===== src/rtl/spi_pkg.sv =====
// spi_pkg: command codes and FSM state encoding shared by the SPI memory controller and its bench
package spi_pkg;
  localparam logic [1:0] CMD_WR_ADDR = 2'b00;
  localparam logic [1:0] CMD_WR_DATA = 2'b01;
  localparam logic [1:0] CMD_RD_ADDR = 2'b10;
  localparam logic [1:0] CMD_RD_DATA = 2'b11;
  typedef enum logic [1:0] {
    IDLE    = 2'b00,
    WRITE   = 2'b01,
    RD_REQ  = 2'b10,
    RD_WAIT = 2'b11
  } state_t;
endpackage


===== src/rtl/spi_mem_ctrl.sv =====
// spi_mem_ctrl: decodes 10-bit SPI frames (rx_data/rx_valid) into RAM writes/reads (mem_*), returns read data on tx_data/tx_valid, flags busy and err
module spi_mem_ctrl
  import spi_pkg::*;
#(
  parameter int ADDR_SIZE = 8,
  parameter int MEM_DEPTH = 256
) (
  input  logic                 clk,
  input  logic                 rst,
  input  logic [9:0]           rx_data,
  input  logic                 rx_valid,
  output logic [7:0]           tx_data,
  output logic                 tx_valid,
  output logic [ADDR_SIZE-1:0] mem_addr,
  output logic                 mem_we,
  output logic                 mem_re,
  output logic [7:0]           mem_wdata,
  input  logic [7:0]           mem_rdata,
  output logic                 busy,
  output logic                 err
);
  localparam logic [ADDR_SIZE-1:0] LAST = ADDR_SIZE'(MEM_DEPTH - 1);
  state_t               state;
  logic [ADDR_SIZE-1:0] wr_addr, rd_addr, last_addr;
  logic                 rd_addr_ok;
  logic [7:0]           wdata_q;
  logic [1:0]           cmd;
  logic [7:0]           pl;
  always_comb begin
    cmd       = rx_data[9:8];
    pl        = rx_data[7:0];
    busy      = state != IDLE;
    mem_we    = state == WRITE;
    mem_re    = state == RD_REQ;
    mem_addr  = mem_we ? wr_addr : mem_re ? rd_addr : last_addr;
    mem_wdata = wdata_q;
  end
  always_ff @(posedge clk) begin
    if (rst) begin
      state      <= IDLE;
      wr_addr    <= '0;
      rd_addr    <= '0;
      last_addr  <= '0;
      rd_addr_ok <= 1'b0;
      wdata_q    <= '0;
      tx_data    <= '0;
      tx_valid   <= 1'b0;
      err        <= 1'b0;
    end else begin
      tx_valid <= 1'b0;
      err      <= rx_valid && (state != IDLE || (cmd == CMD_RD_DATA && !rd_addr_ok));
      case (state)
        IDLE: if (rx_valid) begin
          if (cmd == CMD_WR_ADDR) wr_addr <= pl[ADDR_SIZE-1:0];
          if (cmd == CMD_RD_ADDR) begin
            rd_addr    <= pl[ADDR_SIZE-1:0];
            rd_addr_ok <= 1'b1;
          end
          if (cmd == CMD_WR_DATA) begin
            wdata_q <= pl;
            state   <= WRITE;
          end
          if (cmd == CMD_RD_DATA && rd_addr_ok) state <= RD_REQ;
        end
        WRITE: begin
          last_addr <= wr_addr;
          wr_addr   <= wr_addr == LAST ? '0 : wr_addr + 1'b1;
          state     <= IDLE;
        end
        RD_REQ: begin
          last_addr <= rd_addr;
          rd_addr   <= rd_addr == LAST ? '0 : rd_addr + 1'b1;
          state     <= RD_WAIT;
        end
        RD_WAIT: begin
          tx_data  <= mem_rdata;
          tx_valid <= 1'b1;
          state    <= IDLE;
        end
      endcase
    end
  end
endmodule


===== config.mk =====
export PLATFORM = sky130hd
export DESIGN_NAME = spi_mem_ctrl
export DESIGN_NICKNAME = d
export VERILOG_FILES = /design/src/rtl/spi_pkg.sv /design/src/rtl/spi_mem_ctrl.sv
export SDC_FILE = /design/constraint.sdc
export NUM_CORES = 1
export LEC_CHECK = 0
export BUFFER_PORTS_ARGS = -buffer_cell sky130_fd_sc_hd__clkbuf_2
export CAP_MARGIN = 20
export CELL_PAD_IN_SITES_DETAIL_PLACEMENT = 0
export CELL_PAD_IN_SITES_GLOBAL_PLACEMENT = 2
export CORE_MARGIN = 2
export CORE_UTILIZATION = 34
export DETAILED_ROUTE_END_ITERATION = 7
export GPL_TIMING_DRIVEN = 0
export PLACE_DENSITY = 0.8
export RECOVER_POWER = 50
export SYNTH_ARGS = -nofsm -noshare
export SYNTH_HDL_FRONTEND = slang
export SYNTH_SLANG_ARGS = --single-unit

===== constraint.sdc =====
create_clock -name clk -period 2.3 [get_ports clk]
set_input_delay 0 -clock clk [delete_from_list [all_inputs] [get_ports clk]]
set_output_delay 0 -clock clk [all_outputs]
set_load 0.01 [all_outputs]

==> impl_metrics.json, run 1 <==
{
  "clk_latency_ns": 0.30,
  "p_sw_uw": 572.2,
  "layout_min_cycle_time_ns": 2.023,
  "cts.clk_slew.worst_paths_ns": 0.08,
  "slowest_delay_ns": 0.37,
  "pwr-share-seq": 0.478,
  "vias_per_cell": 5.186,
  "drive_gt1_frac": 0.1563,
  "worstMarginPinSlew_ns": 0.7307,
  "cts_tree": "done",
  "cp_slowest_cell": "dfxtp_1",
  "pwr-share-clk": 0.282,
  "io_pins": 50,
  "wl_per_cell_um": 15.61,
  "slew-limit-headroom": 0.5129,
  "die_y_um": 88.65,
  "rsz0062_at_grt": "false",
  "drc_errors": 0,
  "p_leak_nw": 1.071,
  "synth_cell_types": 43,
  "finalClockSkew_ns": 0.006268,
  "cellPowerDensity_nw_per_um2": 602.6,
  "synth_nets": 327,
  "wl_met3_um": 371,
  "track_usage": 0.2005,
  "worstSetupEndpointType": "output pin",
  "design_area_um2": 3015,
  "drt-pass1-iter-count": 4,
  "row_count": 30,
  "crit_fanout": 10,
  "synth_top_area_cell": "dfxtp_1",
  "syn_avg_cell_area_um2": 8.147,
  "arrival_ns": 2.02,
  "synth_top_area_share": 0.3698,
  "clock_path_buffers": 2,
  "ys_seq_elements": 45,
  "slew_viol_final": 0,
  "fin_crit_sh": 0.8794,
  "hold_viol": 0,
  "placed_area_um2": 2796,
  "h-tree-depth": 2,
  "grt_pass1_wl_um": 12120,
  "gp_congestion": 0.8208,
  "post-route-util": 0.4390,
  "syn_inst": 299,
  "ir_worst_vdd_mv": 0.2080,
  "tns_ns": 0,
  "status": "finished clean",
  "sw_frac_of_total": 0.3149,
  "yosys_warnings": 0,
  "start_util": 0.3546,
  "path_class": "reg -> out",
  "yosysMostFrequentCell": "dfxtp_1",
  "worstPathCellList": "inv_1, ha_1, buf_2, inv_1, buf_2, nand2_1, a31oi_1, clkbuf_2",
  "synth_area_leaders": "dfxtp_1 37%, mux2i_1 9.5%, nand2_1 6.5%",
  "syn_to_final_growth_pct": 23.78,
  "dieArea_um2": 7858,
  "fillCellCount": 734,
  "max_cap_violations": 0,
  "synth-edff-count": 0,
  "coreArea_um2": 6869,
  "cp-start-kind": "flop",
  "drtAntennaViolNets": 0,
  "cts_made_buffers": 5,
  "fmax_ghz": 0.4944,
  "antenna_found_initial": 0,
  "required_ns": 2.30,
  "final_nets": 399,
  "portBuffers": 48,
  "root_buffer": "clkbuf_8",
  "synth_common_cells": "45 x dfxtp_1, 42 x nand2_1, 27 x nor2_1",
  "synthArstFlopShare": 0,
  "highest_layer": "met4",
  "vias": 2422,
  "die_w_um": 88.65,
  "setup_viol": 0,
  "cts_setup_buffers": 0,
  "cts_sinks": 45,
  "wl_met2_um": 3192,
  "grt_pass1_vias": 2349,
  "hold_class": "in -> reg",
  "p_int_mw": 1.245,
  "totalWireLength_um": 7290,
  "drt_iter0_markers": 70,
  "diodes": 0,
  "syn-cell-area_um2": 2436,
  "synth_seq_area_share": 0.3698,
  "combPwrFrac": 0.240,
  "grt_max_degree": 13,
  "ys.flop_type": "dfxtp_1",
  "dp_hpwl_um": 5220,
  "m1WireLength_um": 3607,
  "gr-total-overflow": 0
}
## power groups by stage
stage / combinational [mW] / sequential, mW / clock [mW]
after floorplan: 0.279 / 0.878 / 0
after global placement: 0.418 / 0.886 / 0
after detailed placement: 0.420 / 0.886 / 0
after CTS: 0.443 / 0.868 / 0.537
after global routing: 0.490 / 0.876 / 0.564
final: 0.435 / 0.869 / 0.513
## layer usage
| layer | vias up | global-route usage |
|---|---|---|
| li1 | 1208 | - |
| met1 | 1127 | 0.2839 |
| met2 | 77 | 0.3046 |
| met3 | 10 | 0.03731 |
| met4 | 0 | 0.07025 |
| met5 | - | 0 |
## final timing paths
| check | slack (ns) | endpoint | from | cells past startpoint |
|---|---|---|---|---|
| min | 0.11 | rd_addr_ok$_SDFFE_PP0P_ | rx_data[9] | 3 |
| max reg2reg | 0.37 | rd_addr[5]$_SDFFE_PP0P_ | state[1]$_SDFFE_PP0P_ | 7 |
| min reg2reg | 0.46 | mem_wdata[4]$_SDFFE_PP0P_ | mem_wdata[4]$_SDFFE_PP0P_ | 2 |
| max | 0.28 | mem_addr[7] | state[0]$_SDFFE_PP0P_ | 8 |
## kinds of logic after synthesis
| family | count (synthesis) | share of synthesized area |
|---|---|---|
| muxes | 23 | 0.09450 |
| buffers and inverters | 36 | 0.06779 |
| and+or+nand+nor | 106 | 0.2075 |
| adders and majority gates | 7 | 0.03595 |
| DFF | 45 | 0.3698 |
| AOI/OAI and AO/OA | 82 | 0.2245 |
## metrics by stage
step           setup slack, ns  power, mW  instances  hold slack [ns]
6_report                0.2773      1.817        467           0.1142
5_1_grt                0.04611      1.929        467           0.1365
4_1_cts                 0.1246      1.849        467           0.1228
3_5_place_dp            0.4652      1.306        443           0.2426
3_3_place_gp            0.4717      1.304        443           0.2349
2_1_floorplan           0.7456      1.157        299           0.1360
## cell usage in the layout (no fill, tap or decap), types with 3 or more instances in the layout
cell	count
dfxtp_1	45
nand3_1	9
dlygate4sd3_1	17
o21ai_0	14
clkbuf_8	6
a211oi_1	9
clkbuf_1	30
nor2_1	27
ha_1	7
nor2b_1	6
nand2_1	42
mux2i_1	23
clkbuf_2	29
o22ai_1	5
nor3_1	3
a211oi_2	4
inv_1	13
o21ai_1	7
nand4_1	7
a21oi_1	21
a31oi_1	6
buf_2	10
## registers in the layout, summed over array words and instances, names as in the netlist
name and flops:
err 1, last_addr 8, mem_wdata 8, rd_addr 8, rd_addr_ok 1, state 2
tx_data 8, tx_valid 1, wr_addr 8
## final cells by class
cell class              count  area, um^2  area share
inverters                  13       48.80     0.01618
clock buffers               7       86.33     0.02863
well taps                  96       120.1     0.03983
plain buffers              23       115.1     0.03817
repair buffers             65       385.4      0.1278
flip-flops and latches     45       900.9      0.2988
multi-input cells         218        1359      0.4506
## worst max-delay path: cells and delay by family, from the launching register on
family | cells | cell delay [ns]
flip-flops | 1 | 0.37
AND/OR/NAND/NOR | 1 | 0.08
AO/OA/AOI/OAI | 1 | 0.21
adder cells (fa/ha/maj) | 1 | 0.26
buffers and inverters | 5 | 0.80
## repair_timing
| action | 4_1_cts | 5_1_grt |
|---|---|---|
| endpoints found under the setup margin | 0 | 7 |
| resized for setup | 0 | 3 |
| hold endpoints to repair | 17 | 0 |
| hold buffers | 17 | 0 |
(Power assumes the default switching activity.)
==> run 2: changes to the inputs <==
--- a/config.mk
+++ b/config.mk
@@ -11,6 +11,7 @@
 export CELL_PAD_IN_SITES_GLOBAL_PLACEMENT = 2
 export CORE_MARGIN = 2
 export CORE_UTILIZATION = 34
+export CTS_CLUSTER_DIAMETER = 100
 export DETAILED_ROUTE_END_ITERATION = 7
 export GPL_TIMING_DRIVEN = 0
 export PLACE_DENSITY = 0.8
==> constraint.sdc (replaced) <==
create_clock -name clk -period 2.43 [get_ports clk]
set_input_delay 0 -clock clk [delete_from_list [all_inputs] [get_ports clk]]
set_output_delay 0 -clock clk [all_outputs]
set_load 0.01 [all_outputs]
==> run 2 against run 1 <==
Clock skew is essentially flat. Sequential share of layout area grew 0.16 points. Register-to-register slack gained 0.07 ns. Final area shrank 0.54%. Sequential power shrank 5.3%. Hold slack lost 0.0090 ns. Combinational power shrank 6.4%. Global-route usage is the same. Worst setup slack lost 0.013 ns. Core utilization shrank 0.24 points. Non-clock buffer count is the same. Die area is the same. Critical path type unchanged. Critical endpoint is now mem_addr[4]. Largest power group unchanged.
==> impl_metrics.json, run 2 (synthesis results as in run 1) <==
{
  "vias": 2395,
  "wl_per_cell_um": 15.61,
  "start_util": 0.3546,
  "r2r_end": "mem_wdata[1]$_SDFFE_PP0P_",
  "io_pins": 50,
  "cellPowerDensity_nw_per_um2": 571.2,
  "fmax_ghz": 0.4618,
  "required_ns": 2.43,
  "dieArea_um2": 7858,
  "antenna_found_initial": 0,
  "grt_pass1_wl_um": 12120,
  "rsz0062_at_grt": "false",
  "whs_ns": 0.1052,
  "ir_worst_vdd_mv": 0.1893,
  "cts_resized": 0,
  "r2r_cells": 6,
  "hold_class": "in -> reg",
  "slew-limit-headroom": 0.3948,
  "status": "finished clean",
  "worstSetupEndpointType": "output pin",
  "totalWireLength_um": 7289,
  "cts_tree": "done",
  "root_buffer": "clkbuf_8",
  "cts_made_buffers": 5,
  "drt_iter0_markers": 74,
  "worstMarginPinSlew_ns": 0.9009,
  "gp_congestion": 0.8208,
  "h-tree-depth": 2,
  "drive_gt1_frac": 0.1482,
  "cp_slowest_cell": "clkbuf_1",
  "coreArea_um2": 6869,
  "grt_max_degree": 13,
  "rr_startpoint": "state[0]$_SDFFE_PP0P_",
  "drc_errors": 0,
  "cts_hold_buffers": 17,
  "worst-path-buf-inv": 4,
  "drt-pass1-iter-count": 4,
  "cp-start-kind": "flop",
  "gr-total-overflow": 0,
  "row_count": 30,
  "min_to": "rd_addr_ok$_SDFFE_PP0P_",
  "tns_ns": 0,
  "setup_viol": 0,
  "worstPathCellList": "inv_1, ha_1, clkbuf_1, clkbuf_1, nand2_1, o21ai_0, clkbuf_2",
  "fin_crit_sh": 0.8911,
  "vias_per_cell": 5.128,
  "hold_depth": 3,
  "portBuffers": 48,
  "syn_to_final_growth_pct": 23.11,
  "slowest_delay_ns": 0.41,
  "path_class": "reg -> out",
  "clk_latency_ns": 0.30,
  "clock_path_buffers": 2,
  "path_depth": 7,
  "layout_min_cycle_time_ns": 2.165,
  "slew_viol_final": 0,
  "dp_hpwl_um": 5220,
  "hold_path.startpoint": "rx_data[9]",
  "diodes": 0,
  "grt_pass1_vias": 2349,
  "r2r_setup_slack_ns": 0.44,
  "drtAntennaViolNets": 0,
  "p_total_mw": 1.713,
  "track_usage": 0.2005,
  "die_y_um": 88.65,
  "crit_fanout": 10,
  "final_nets": 399,
  "final_common_cell": "dfxtp_1",
  "cts.clk_slew.worst_paths_ns": 0.08,
  "cts_sinks": 45,
  "crit_family": "buffers and inverters",
  "finalClockSkew_ns": 0.006337,
  "hold_viol": 0,
  "cpMostUsedCell": "clkbuf_1",
  "p_leak_nw": 1.062,
  "die_w_um": 88.65,
  "final_cell_mix": "45 x dfxtp_1, 42 x nand2_1, 32 x clkbuf_1",
  "arrival_ns": 2.17,
  "cts_setup_buffers": 0,
  "max_cap_violations": 0
}
[run 2: worst max-delay path by stage]
stage / from / endpoint
finish: state[1]$_SDFFE_PP0P_ / mem_addr[4]
global route: state[1]$_SDFFE_PP0P_ / mem_addr[4]
CTS: state[1]$_SDFFE_PP0P_ / mem_addr[4]
detailed placement: state[1]$_SDFFE_PP0P_ / mem_addr[4]
global placement: state[1]$_SDFFE_PP0P_ / mem_addr[4]
floorplan: state[0]$_SDFFE_PP0P_ / rd_addr[7]$_SDFFE_PP0P_
[run 2: layout make-up]
class,count,area [um^2]
Tap cell,96,120.1
Buffer,23,103.9
Timing Repair Buffer,65,385.4
Clock buffer,7,86.33
Sequential cell,45,900.9
Multi-Input combinational cell,218,1354
Inverter,13,48.80
Fill cell,735,3870
[run 2: worst min-delay path: stages]
cell and delay [ns]:
clkbuf_2 0.19, a31oi_1 0.11, nor2_1 0.07
[run 2: per-layer routing]
metal,wire [um],global-route usage,share of wire
met5,0,0,0
met4,85,0.07025,0.012
met3,424,0.03731,0.058
met2,3236,0.3046,0.44
met1,3542,0.2839,0.49
[run 2: where the power goes]
part	internal, mW	switching (mW)
Combinational	0.164	0.243
Clock	0.226	0.257
Sequential	0.785	0.0380
Total	1.18	0.538
[run 2: metrics by stage]
stage / std cells / setup WS, ns / area (um^2) / utilization
finish: 467 / 0.2647 / 2999 / 0.4366
global route: 467 / 0.05283 / 2999 / 0.4366
CTS: 467 / 0.2546 / 3053 / 0.4444
detailed placement: 443 / 0.5952 / 2796 / 0.4071
global placement: 443 / 0.6017 / 2796 / 0.4071
floorplan: 299 / 0.8756 / 2436 / -
